--- config.mk ---
export PLATFORM = sky130hd
export DESIGN_NAME = logic_sweep_ctrl
export DESIGN_NICKNAME = d
export VERILOG_FILES = /design/src/rtl/logic_sweep_ctrl.sv
export SDC_FILE = /design/constraint.sdc
export NUM_CORES = 1
export LEC_CHECK = 0
export ABC_CLOCK_PERIOD_IN_PS = 1600
export CORE_ASPECT_RATIO = 0.75
export CORE_MARGIN = 3
export CORE_UTILIZATION = 48
export DETAILED_ROUTE_END_ITERATION = 8
export PLACE_DENSITY = 0.77
export SLEW_MARGIN = 20
export SYNTH_ARGS = -nofsm -noshare
export SYNTH_HDL_FRONTEND = slang
export SYNTH_SLANG_ARGS = --single-unit
export TNS_END_PERCENT = 1
--- constraint.sdc ---
create_clock -name clk_i -period 1.6 [get_ports clk_i]
set_input_delay 0.32 -clock clk_i [delete_from_list [all_inputs] [get_ports clk_i]]
set_output_delay 0.32 -clock clk_i [all_outputs]
set_load 0.05 [all_outputs]
--- src/rtl/logic_sweep_ctrl.sv ---
// Exhaustive 16-vector sweep sequencer for a 4-input combinational block.
// Optional macro SWEEP_LOG_EN adds the observed_o truth-table capture port.
module logic_sweep_ctrl #(
   parameter int unsigned SETTLE_CYCLES = 2,
   parameter logic [15:0] EXPECTED      = 16'h8000
) (
   input  logic        clk_i,
   input  logic        rst_i,
   input  logic        start_i,
   input  logic        dut_out_i,
   output logic [3:0]  abcd_o,
   output logic        busy_o,
   output logic        done_o,
   output logic        pass_o,
   output logic [4:0]  err_count_o,
   output logic [3:0]  first_fail_o,
   output logic        first_fail_vld_o
`ifdef SWEEP_LOG_EN
   ,
   output logic [15:0] observed_o
`endif
);

   localparam int unsigned CW = $clog2(SETTLE_CYCLES + 1);

   typedef enum logic [1:0] {S_IDLE, S_DRIVE, S_SETTLE, S_SAMPLE} state_e;

   state_e        state_q, state_d;
   logic [3:0]    idx_q, idx_d;
   logic [CW-1:0] cnt_q, cnt_d;
   logic [3:0]    abcd_q, abcd_d;
   logic          busy_q, busy_d;
   logic          done_q, done_d;
   logic          pass_q, pass_d;
   logic [4:0]    err_q, err_d;
   logic [3:0]    ff_q, ff_d;
   logic          ffv_q, ffv_d;
   logic          mismatch;
`ifdef SWEEP_LOG_EN
   logic [15:0]   obs_q, obs_d;
`endif

   assign mismatch = (dut_out_i != EXPECTED[idx_q]);

   always_ff @(posedge clk_i) begin
      if (rst_i) begin
         state_q <= S_IDLE;
         idx_q   <= '0;
         cnt_q   <= '0;
         abcd_q  <= '0;
         busy_q  <= 1'b0;
         done_q  <= 1'b0;
         pass_q  <= 1'b0;
         err_q   <= '0;
         ff_q    <= '0;
         ffv_q   <= 1'b0;
`ifdef SWEEP_LOG_EN
         obs_q   <= '0;
`endif
      end else begin
         state_q <= state_d;
         idx_q   <= idx_d;
         cnt_q   <= cnt_d;
         abcd_q  <= abcd_d;
         busy_q  <= busy_d;
         done_q  <= done_d;
         pass_q  <= pass_d;
         err_q   <= err_d;
         ff_q    <= ff_d;
         ffv_q   <= ffv_d;
`ifdef SWEEP_LOG_EN
         obs_q   <= obs_d;
`endif
      end
   end

   always_comb begin
      state_d = state_q;
      unique case (state_q)
         S_IDLE:   if (start_i) state_d = S_DRIVE;
         S_DRIVE:  state_d = S_SETTLE;
         S_SETTLE: if (cnt_q == CW'(SETTLE_CYCLES - 1)) state_d = S_SAMPLE;
         S_SAMPLE: state_d = (idx_q == 4'hF) ? S_IDLE : S_DRIVE;
         default:  state_d = S_IDLE;
      endcase
   end

   always_comb begin
      idx_d  = idx_q;
      cnt_d  = cnt_q;
      abcd_d = abcd_q;
      busy_d = busy_q;
      done_d = done_q;
      pass_d = pass_q;
      err_d  = err_q;
      ff_d   = ff_q;
      ffv_d  = ffv_q;
`ifdef SWEEP_LOG_EN
      obs_d  = obs_q;
`endif
      unique case (state_q)
         S_IDLE: begin
            if (start_i) begin
               idx_d  = '0;
               err_d  = '0;
               ff_d   = '0;
               ffv_d  = 1'b0;
               done_d = 1'b0;
               pass_d = 1'b0;
               busy_d = 1'b1;
`ifdef SWEEP_LOG_EN
               obs_d  = '0;
`endif
            end
         end
         S_DRIVE: begin
            abcd_d = idx_q;
            cnt_d  = '0;
         end
         S_SETTLE: cnt_d = cnt_q + 1'b1;
         S_SAMPLE: begin
            if (mismatch) begin
               err_d = err_q + 5'd1;
               if (!ffv_q) begin
                  ff_d  = idx_q;
                  ffv_d = 1'b1;
               end
            end
`ifdef SWEEP_LOG_EN
            obs_d[idx_q] = dut_out_i;
`endif
            // Verdict uses the count including this last sample.
            if (idx_q == 4'hF) begin
               done_d = 1'b1;
               pass_d = (err_d == 5'd0);
               busy_d = 1'b0;
               abcd_d = '0;
            end else begin
               idx_d = idx_q + 4'd1;
            end
         end
         default: ;
      endcase
   end

   assign abcd_o           = abcd_q;
   assign busy_o           = busy_q;
   assign done_o           = done_q;
   assign pass_o           = pass_q;
   assign err_count_o      = err_q;
   assign first_fail_o     = ff_q;
   assign first_fail_vld_o = ffv_q;
`ifdef SWEEP_LOG_EN
   assign observed_o       = obs_q;
`endif

endmodule

# Yosys cells after proc, flatten, opt, wreduce, memory -nomap -nowiden
# Memory sizes are Yosys's and may differ from the RTL's. A register that Yosys moved wholly into a read port is not among the register bits.
# Cells that the tools add are included.
[totals] mem_count=1 out_inout_bits=17 rom_bits=16 wordCells=69 in_bits=4 ff_bits=25
[memory_table] memory="(name not given)" words=16 width=1 read_ports=1 rd_clocked_by_memory_dff=1 write_ports=0 line="43" text="assign mismatch = (dut_out_i != EXPECTED[idx_q]);"
[op_classes] n_reduce_logical=12 n_lt_le_gt_ge=1 eq_ne=12 n_mux=30 addsub=3
[op_table] operator="two-way mux 4 bit" count=7
[op_table] operator="one-hot mux 4 bit (2 select lines)" count=3
[op_table] operator="two-way mux 5 bit" count=3
[op_table] operator="inequality test 2 bit, second input constant" count=6
[op_table] operator="one-hot mux 5 bit (2 select lines)" count=1
[op_table] operator="AND reduction 3 bit" count=3
[op_table] operator="two-way mux 1 bit" count=8
[op_table] operator="one-hot mux 1 bit (2 select lines)" count=4
[op_table] operator="one-hot mux 2 bit (4 select lines)" count=1
[op_table] operator="AND reduction 2 bit" count=3
[op_table] operator="nonzero test 2 bit" count=3
[op_table] operator="adder 5 x 1 -> 5 bit, second input constant" count=1
[op_table] operator="logical NOT 5 bit" count=1
[op_table] operator="< comparator 4 x 5 -> 1 bit, second input constant" count=1
[op_table] operator="adder 4 x 1 -> 4 bit, second input constant" count=1
[op_table] operator="== test 2 x 1 -> 1 bit, second input constant" count=2
[op_table] operator="== test 2 bit, second input constant" count=2
[op_table] operator="== test 4 bit, second input constant" count=1
[op_table] operator="two-way mux 2 bit" count=2
[op_table] operator="one-hot mux 2 bit (2 select lines)" count=1
[op_table] operator="AND reduction 4 bit" count=1
[op_table] operator="adder 2 x 1 -> 2 bit, second input constant" count=1
[op_table] operator="logical NOT 2 bit" count=1
[op_table] operator="inequality test 1 bit" count=1

# Depth between registers and ports, before layout
# Gate-level depths: netlist of the first run.
[depth] word_depth=8 ltp_mapped=8 depth_no_buf=7

# Worst setup path before layout of the first run
# OpenSTA, ideal clock, no wires.
[synth_timing] path_kind="register to register" from="register err_q[0], in the netlist err_count_o[0]" to="register err_q[4], in the netlist err_count_o[4]" t_arrival_ns=1.516 n_path_buf=0 required_ns=1.486 setup_ns=0.114 path_stages_with_launch=6 synth_period_minus_slack_ns=1.630 setup_slack_ns=-0.030 path_cell_list="dfxtp_1 > ha_1 > nand4_2 > a31o_1 > a21oi_1 > nor2_1"
[synth_via] elab_chain_cells=4
[synth_lines] item="start, declared" line="35" text="logic [4:0] err_q, err_d;"
[synth_lines] item="start signal, assigned" line="68" text="err_q <= err_d;"
[synth_lines] item="adder 5 x 1 -> 5 bit" line="123" text="err_d = err_q + 5'd1;"
[synth_lines] item="two-way mux 5 bit" line="122" text="if (mismatch) begin"
[synth_lines] item="two-way mux 5 bit" line="101" text="unique case (state_q)"
[synth_lines] item="one-hot mux 5 bit (2 select lines)" line="101"
# Every way passes these cells. The select of a mux whose other input is x is not followed.
# A chain may end at the register's enable or synchronous reset.

# Worst setup path in the final report of the first run
[layout_timing] from="register state_q[1]" to="register ff_q[2], in the netlist first_fail_o[2]"
[layout_via] elab_chain_cells=3 elab_cells_between_ends=8 cone_classes="eq/ne: 4; mux: 1; reduce/logical: 3"
[layout_lines] item="start, declared" line="28" text="state_e state_q, state_d;"
[layout_lines] item="start signal, assigned" line="61" text="state_q <= state_d;"
[layout_lines] item="== test 2 bit or logical NOT 2 bit (tied branches)" line="101"
[layout_lines] item="inequality test 2 bit (no source line) or nonzero test 2 bit (tied branches)"
[layout_lines] item="AND reduction 4 bit (no source line)"
[layout_lines] item="end signal, assigned" line="55" text="ff_q <= '0;"
[layout_lines] item="end signal, assigned" line="69" text="ff_q <= ff_d;"
[layout_lines] item="end, declared" line="36" text="logic [3:0] ff_q, ff_d;"
# Parallel ways exist; a longest one is shown, timed or not.

==> results of run 1 <==
## area by class of cell
cell class              count  area share
multi-input cells         128      0.4590
clock buffers               3     0.02130
clock inverters             1     0.01549
inverters                   6     0.01162
flip-flops and latches     26      0.2711
well taps                  36     0.02324
repair buffers             41      0.1982
## worst paths after layout
path                           startpoint                            to  slack (ps)  cells past startpoint
max               state_q[1]$_SDFFE_PP0P_  first_fail_o[2]$_SDFFE_PP0P_          30                      7
min          first_fail_o[2]$_SDFFE_PP0P_  first_fail_o[2]$_SDFFE_PP0P_         510                      2
max reg2reg       state_q[1]$_SDFFE_PP0P_  first_fail_o[2]$_SDFFE_PP0P_          30                      7
min reg2reg  first_fail_o[2]$_SDFFE_PP0P_  first_fail_o[2]$_SDFFE_PP0P_         510                      2
## cells by family after synthesis
kind of cell / Yosys count
AOI/OAI and AO/OA: 45
xor gates and xnor gates: 2
adders and majority gates: 8
buffers and inverters: 18
DFF: 26
muxes: 8
and+or+nand+nor: 64
## registers in the layout (all words and copies together) (netlist names), named ones only
name / cells
err_count_o: 5
first_fail_o: 4
busy_o: 1
first_fail_vld_o: 1
idx_q: 4
cnt_q: 2
pass_o: 1
state_q: 2
abcd_o: 4
done_o: 1
## critical path: stages, from the launching register on
cell     delay, ps
dfxtp_2        340
inv_1          100
ha_4           180
mux2i_2        240
buf_4          180
a21o_1         170
mux2i_1        200
nor2_1          50
## metrics by stage
| step | setup WS, ps | cell area [um^2] | utilization |
|---|---|---|---|
| detailed placement | -389.5 | 1773 | 0.6464 |
| CTS | 3.577 | 1894 | 0.6907 |
| floorplan | 13.07 | 1444 | - |
| global placement | -292.9 | 1773 | 0.6464 |
| finish | 33.23 | 1938 | 0.7067 |
| global route | -45.34 | 1938 | 0.7067 |
## cells in the final DEF (no fill, tap or decap), types with 2 or more instances in the layout
| cell type | instances |
|---|---|
| o21ai_0 | 7 |
| clkdlybuf4s50_1 | 2 |
| buf_4 | 32 |
| a211oi_1 | 3 |
| clkbuf_8 | 3 |
| mux2i_1 | 7 |
| nand2b_1 | 3 |
| nand4_1 | 3 |
| nand3b_1 | 3 |
| ha_1 | 5 |
| inv_1 | 5 |
| a22oi_1 | 7 |
| a31oi_1 | 5 |
| nor3_1 | 3 |
| o21ai_1 | 2 |
| ha_4 | 2 |
| nor2_1 | 27 |
| a21oi_1 | 13 |
| dfxtp_1 | 22 |
| nand2_1 | 8 |
| buf_12 | 5 |
| nand3_1 | 5 |
| dfxtp_2 | 4 |
## power breakdown
group	switching (W)	internal, W
registers	0.0000345	0.000696
logic	0.000602	0.000566
clock network	0.000210	0.000335
## routing by layer
| layer | up-vias | global-route usage | wire length (um) |
|---|---|---|---|
| met1 | 657 | 0.2617 | 1659 |
| li1 | 678 | - | - |
| met4 | 0 | 0.1169 | 112 |
| met2 | 67 | 0.3513 | 1762 |
| met5 | - | 0 | 0 |
| met3 | 19 | 0.05123 | 285 |
## timing repair
action                                  4_1_cts  5_1_grt
endpoints found under the setup margin       12       12
gates resized for setup                       7       13
pin swaps                                     2        1
gates cloned                                  1        0
==> impl_metrics.ini, run 1 <==
[timing]
fmax_mhz = 638.3
holdWs_ps = 510.3
post-route-period-util = 0.9792
skew_ps = 7.616
rsz0062_at_grt = yes
setup_violations = 0
setup-tns-final_ps = 0
worst_pin_slew_ps = 359.7
hold_viol_final = 0
fin_crit_ps = 1567
relSlewSlack = 0.7599
maxSlewViolCount = 0

[status]
status = completed

[drt]
routed_wl_um = 3819
wl_per_cell_um = 15.85
initialDrtViolationCount = 133
vias = 1421
ant_nets = 0
drt-vias-per-instance = 5.896
drt_first_pass_iters = 5
drc = 0

[synthesis]
synth_nets = 183
synth_cells = 171
synth-main-ff-cell = dfxtp_1
synth_area_per_cell_um2 = 8.429
synth_top_family_by_area = simple AND/OR/NAND/NOR gates
synth_top_area_cell = dfxtp_1
synth_cell_type_count = 41
yosys-top-cells-area = dfxtp_1 36%, nor2_1 7.3%, ha_1 6.9%, mux2i_1 4.9%, a21oi_1 4.5%
synth_top_area_frac = 0.3611
synthMuxAreaShare = 0.05816
yosysMostFrequentCell = nor2_1
synth_xor_area_frac = 0.01736
synth_common_cells = 28 x nor2_1, 26 x dfxtp_1, 13 x a21oi_1, 9 x o21ai_0
synth_seq_area_share = 0.3611
synthAdderAreaFrac = 0.06944
synth-seq-cells = 26
syn_area_um2 = 1441
synthArstFlopShare = 0
yosys.area_share.simple = 0.2196
synth_compound_area_frac = 0.1936
synth_edf_count = 0
yosysWarningCount = 0

[placed_design]
portBuffers = 20
place.gp.congestion = 0.8452
placedCellCount = 236
dp_hpwl_um = 2726

[clock_network]
cts_buffers = 3
h-tree-depth = 1
root_buffer = clkbuf_8
tritoncts = built
clock_sinks = 26
insertion_delay_ps = 280
clk_pin_slew_ps = 80
cts_hold_buf = 0
post_cts_buffers = 0
clockBufferDepth = 2

[worst_hold_path]
min_path_type = reg2reg

[worst_setup_path]
arrival_ps = 1730
crit_fanout = 5
cp-start-kind = flip-flop
crit_type = reg2reg
endpoint_kind = flip-flop
critical_path_required_ps = 1770

[global_route]
grt_pass1_wl_um = 6085
first_global_vias = 1359
grt_max_degree = 20
globalRouteOverflowTotal = 0
antenna_found_initial = 0
track_usage = 0.2138

[flow_run]
max_cap_viol_count = 0

[final_layout]
num_antenna_cells = 0
nets = 218
multiInputGateArea_um2 = 889.6
seq_area_um2 = 525.5
syn_to_final_growth_pct = 34.46
drive_above_1_share = 0.3024
final_cells = 241
num-fill-cells = 182

[die]
die_y_um = 53.46
initial_core_util = 0.5255
die_x_um = 69.28
rows = 16
num_io_pins = 21
design.die.area_um2 = 3703
core_area_um2 = 2743

[pwr]
p_per_area_nw_per_um2 = 1261
vdd_drop_max_mv = 0.7296
power_w = 0.002444
p_leak_nw = 0.7864
No activity file was read; power rests on OpenSTA's default activity.
==> run 2, diff against run 1 <==
--- a/config.mk
+++ b/config.mk
@@ -10,6 +10,7 @@
 export CORE_MARGIN = 3
 export CORE_UTILIZATION = 48
 export DETAILED_ROUTE_END_ITERATION = 8
+export HOLD_SLACK_MARGIN = 0.06
 export PLACE_DENSITY = 0.77
 export SLEW_MARGIN = 20
 export SYNTH_ARGS = -nofsm -noshare
==> results of run 2 <==
Same layout as run 1: the final DEF is identical, and so are final timing and power.
